## config.mk

```make
export PLATFORM = sky130hd
export DESIGN_NAME = sram_arbiter
export DESIGN_NICKNAME = d
export VERILOG_FILES = /design/src/rtl/sram_arb_pkg.sv /design/src/rtl/sram_arbiter_rr_pick2.sv /design/src/rtl/sram_arbiter.sv
export SDC_FILE = /design/constraint.sdc
export NUM_CORES = 1
export LEC_CHECK = 0
export BUFFER_PORTS_ARGS = -buffer_cell sky130_fd_sc_hd__buf_2
export CORE_MARGIN = 2
export CORE_UTILIZATION = 43
export CTS_BUF_LIST = sky130_fd_sc_hd__clkbuf_4
export DETAILED_ROUTE_END_ITERATION = 16
export GPL_TIMING_DRIVEN = 0
export HOLD_SLACK_MARGIN = 0.08
export PLACE_DENSITY = 0.78
export SYNTH_ARGS = -nofsm -noshare
export SYNTH_HDL_FRONTEND = slang
export SYNTH_HIERARCHICAL = 1
export SYNTH_SLANG_ARGS = --single-unit
```

## constraint.sdc

```tcl
create_clock -name clk -period 2.1 [get_ports clk]
set_clock_uncertainty 0.05 [all_clocks]
set_input_delay 0.42 -clock clk [delete_from_list [all_inputs] [get_ports clk]]
set_output_delay 0.42 -clock clk [all_outputs]
set_load 0.005 [all_outputs]
```

## src/rtl/sram_arb_pkg.sv

```systemverilog
// Shared types and default sizing for the two-port SRAM arbiter.
package sram_arb_pkg;
  localparam int DEF_ADDR_WIDTH    = 19;
  localparam int DEF_DATA_WIDTH    = 16;
  localparam int DEF_ACCESS_CYCLES = 4;
  localparam int CNT_WIDTH         = 4;

  typedef enum logic [1:0] {
    IDLE  = 2'd0,
    ISSUE = 2'd1,
    WAIT  = 2'd2,
    DONE  = 2'd3
  } state_t;
endpackage

```

## src/rtl/sram_arbiter_rr_pick2.sv

```systemverilog
// Two-way round-robin winner select; last = 1 means port 1 was served last.
module rr_pick2 (
  input  logic [1:0] req,
  input  logic       last,
  output logic [1:0] grant
);
  always_comb begin
    grant = req;
    // Only a tie consults the pointer; a lone requester always wins.
    if (req[0] && req[1]) grant = last ? 2'b01 : 2'b10;
  end
endmodule

```

## src/rtl/sram_arbiter.sv

```systemverilog
// Two-port round-robin arbiter in front of a single-access SRAM controller.
// Handshake: req is held until a one-cycle ack; one access is in flight at a time.
module sram_arbiter
  import sram_arb_pkg::*;
#(
  parameter int ADDR_WIDTH    = DEF_ADDR_WIDTH,
  parameter int DATA_WIDTH    = DEF_DATA_WIDTH,
  parameter int ACCESS_CYCLES = DEF_ACCESS_CYCLES
) (
  input  logic                  clk,
  input  logic                  rst_n,
  input  logic                  req0,
  input  logic                  req1,
  input  logic                  we0,
  input  logic                  we1,
  input  logic [ADDR_WIDTH-1:0] addr0,
  input  logic [ADDR_WIDTH-1:0] addr1,
  input  logic [DATA_WIDTH-1:0] wdata0,
  input  logic [DATA_WIDTH-1:0] wdata1,
  output logic                  ack0,
  output logic                  ack1,
  output logic [DATA_WIDTH-1:0] rdata0,
  output logic [DATA_WIDTH-1:0] rdata1,
  output logic                  mem_write_tick,
  output logic                  mem_read_tick,
  output logic [ADDR_WIDTH-1:0] mem_addr,
  output logic [DATA_WIDTH-1:0] mem_wdata,
  input  logic [DATA_WIDTH-1:0] mem_rdata,
  output logic                  busy,
  output state_t                fsm_state
);
  state_t               state;
  logic [1:0]           grant;
  logic                 win;
  logic                 last;
  logic                 port;
  logic                 op_we;
  logic [CNT_WIDTH-1:0] cnt;

  rr_pick2 u_pick (
    .req   ({req1, req0}),
    .last  (last),
    .grant (grant)
  );

  assign win       = grant[1];
  assign fsm_state = state;

  always_ff @(posedge clk or negedge rst_n) begin
    if (!rst_n) begin
      state          <= IDLE;
      last           <= 1'b1;
      port           <= 1'b0;
      op_we          <= 1'b0;
      cnt            <= '0;
      mem_addr       <= '0;
      mem_wdata      <= '0;
      mem_write_tick <= 1'b0;
      mem_read_tick  <= 1'b0;
      ack0           <= 1'b0;
      ack1           <= 1'b0;
      rdata0         <= '0;
      rdata1         <= '0;
      busy           <= 1'b0;
    end else begin
      mem_write_tick <= 1'b0;
      mem_read_tick  <= 1'b0;
      ack0           <= 1'b0;
      ack1           <= 1'b0;
      case (state)
        IDLE: begin
          if (|grant) begin
            state     <= ISSUE;
            busy      <= 1'b1;
            last      <= win;
            port      <= win;
            op_we     <= win ? we1 : we0;
            mem_addr  <= win ? addr1 : addr0;
            mem_wdata <= win ? wdata1 : wdata0;
            // Tick is registered here so it is high for exactly the ISSUE cycle.
            if (win ? we1 : we0) mem_write_tick <= 1'b1;
            else                 mem_read_tick  <= 1'b1;
          end
        end
        ISSUE: begin
          cnt   <= CNT_WIDTH'(ACCESS_CYCLES);
          state <= WAIT;
        end
        WAIT: begin
          if (cnt == CNT_WIDTH'(1)) begin
            state <= DONE;
            cnt   <= '0;
            if (port) ack1 <= 1'b1;
            else      ack0 <= 1'b1;
            if (!op_we) begin
              if (port) rdata1 <= mem_rdata;
              else      rdata0 <= mem_rdata;
            end
          end else begin
            cnt <= cnt - CNT_WIDTH'(1);
          end
        end
        DONE: begin
          state <= IDLE;
          busy  <= 1'b0;
        end
        default: state <= IDLE;
      endcase
    end
  end
endmodule

```

==> impl_metrics.ini <==
[worst_setup_path]
critical_path.max_fanout = 10
crit_path_end_kind = register
criticalPathCategory = register to register
critPathRequiredTime_ns = 2.36
cp_data_arrival_time_ns = 2.28
start_kind = register
rr_worst_depth = 7

[floorplan]
core_mm2 = 0.00809
row_count = 33
die_w_um = 94.6
dieArea_mm2 = 0.00895
io_pins = 166
start_util = 0.436
die-height_um = 94.6

[clock_network]
cts_max_path_buffers = 2
cts_tree = done
clockRootBuffer = clkbuf_4
clk_latency_ns = 0.41
cts_buffers = 9
ctsHtreeMaxLevel = 3
clkTransAtPathRegs_ns = 0.13
cts_num_sinks = 81

[logic_synthesis]
synth-seq-area-share = 0.574
synth-edff-count = 0
synth_ff_type = dfrtp_1
ys_ff_latch = 81
synth_common_cells = dfrtp_1 (80), o21ai_0 (38), mux2i_1 (37), nand2_1 (37), mux2_2 (23)
synthAdderAreaFrac = 0.0213
syn_inst = 283
async_flop_share = 1.00
syn_area_mm2 = 0.00353
synth.top_cell.area_share = 0.567
muxShareOfSynthArea = 0.221
synth_area_per_cell_um2 = 12.5
synth_area_leader_cell = dfrtp_1
synth_xor_area_frac = 0
synth_top_family_by_area = multiplexers
synth-simple-area-share = 0.0716
synth.distinct_cells = 35
synthTopCellsByArea = dfrtp_1 (57%), mux2i_1 (10%), mux2_2 (7.3%)
synth.most_common_cell = dfrtp_1
synth-compound-area-share = 0.0786
yosys_warnings = 6
synthesis.nets = 381

[sta]
slew_headroom = 0.693
drv_slew = 0
rsz0062_at_grt = false
fin_crit_sh = 0.962
hold_viol = 0
tightest_slew_ns = 0.459
setup_viol = 0
min_period_ns = 2.02
fmax_mhz = 495
setup_tns_ns = 0
worst_slack_ns = 0.0792

[route]
drt_iter0_drc = 75
routedWlPerCell_um = 14.8
viasPerCell = 4.83
antenna_left = 0
first_pass_iters = 4
drc = 0
vias = 2761
drt-total-wl_um = 8480

[finish]
fill_cells = 712
fin_util = 0.587
drive_gt1_frac = 0.501
multi_input_area_mm2 = 0.00142
n_antenna_cell = 0
final_area_mm2 = 0.00475
register_area_mm2 = 0.00203
layout.nets = 561
syn_to_final_growth_pct = 34.4

[place]
io_buffers = 165
place_area_mm2 = 0.00452
place_ws_ns = -0.213
post-dp-hpwl_um = 6540
gp_congestion = 0.802

[power_and_ir_drop]
ir_worst_vdd_uv = 548
p_per_area_mw_per_mm2 = 1220
leakage_nw = 2.49

[run]
maxCapViolCount = 0

[global_route]
grt_start_max_net_pins = 58
grt.overflow.total = 0
grt_pass1_vias = 2683
grt_pass1_wl_um = 13000
grt_usage = 0.191
antenna_found_initial = 0

[min_path]
hold_path_class = input pin to register
whs_path_depth = 2

[status]
status = finished clean
==> worst max-delay path, cell delays in order, from the launching register on <==
cell,delay (ns)
dfrtp_1,0.40
inv_1,0.11
ha_2,0.21
nand4bb_2,0.19
or3_1,0.37
buf_6,0.15
buf_12,0.15
mux2_4,0.30
==> layout make-up <==
type / instances / area share
Buffer: 15 / 0.0216
Clock buffer: 10 / 0.0158
Clock inverter: 5 / 0.0171
Inverter: 8 / 0.00633
Multi-Input combinational cell: 179 / 0.299
Sequential cell: 81 / 0.427
Tap cell: 105 / 0.0277
Timing Repair Buffer: 169 / 0.186
==> placed cells by master, fill, tap and decap left out, types with 2 or more instances in the layout <==
master,n
nand2_1,37
nor2_1,5
buf_4,5
clkbuf_1,5
o21ai_0,38
clkbuf_2,3
and2b_1,2
inv_1,7
mux2_4,10
mux2i_1,37
bufinv_16,2
a22o_1,3
buf_2,164
dfrtp_1,80
clkbuf_4,13
ha_1,4
mux2_2,23
==> report_power, final <==
part	internal, mW	switching, mW	total (mW)
Sequential	2.20	0.354	2.55
Combinational	1.15	1.10	2.25
Clock	0.490	0.515	1.01
Total	3.83	1.97	5.81
==> per-layer routing <==
layer  routed length [um]  track usage  part of all wire
met5                    0            0                 0
met4                   77       0.0507            0.0091
met3                  672       0.0607             0.079
met2                 4170        0.332              0.49
met1                 3560        0.227              0.42
==> kinds of logic after synthesis <==
family,count (synthesis)
adders and majority gates,6
muxes,70
buffers and inverters,23
DFF,81
and+or+nand+nor,54
AOI/OAI and AO/OA,49
==> path summary, 6_finish.rpt <==
kind,startpoint,endpoint,slack [ns]
max reg2reg,cnt[1],rdata1[11],0.08
min in group asynchronous,rst_n,rdata1[15],0.39
max in group asynchronous,rst_n,mem_wdata[3],1.02
min reg2reg,mem_wdata[2],mem_wdata[2],0.44
min,mem_rdata[15],rdata1[15],0.19
max,cnt[1],rdata1[11],0.08
==> timing repair <==
action                                 4_1_cts  5_1_grt
buffers inserted                             1        1
hold buffers                                 1        0
setup endpoints to repair                   56       36
endpoints found under the hold margin       23        0
gates resized for setup                      6       10
pin swaps                                    1        0
==> sequential cells by signal, indices dropped and copies added (netlist names) <==
register and cells:
rdata0 16, cnt 4, mem_addr 19, last 1, ack0 1, port 1, rdata1 16, fsm_state 2
busy 1, op_we 1, mem_write_tick 1, mem_wdata 16, mem_read_tick 1, ack1 1
==> per-stage QoR <==
step | total power [mW] | hold slack, ns | std cells
floorplan | 3.75 | 0.0744 | 283
global placement | 4.67 | 0.407 | 553
detailed placement | 4.80 | 0.306 | 554
CTS | 5.85 | 0.156 | 571
global route | 6.27 | 0.148 | 572
finish | 5.81 | 0.191 | 572
(Power assumes the default switching activity.)
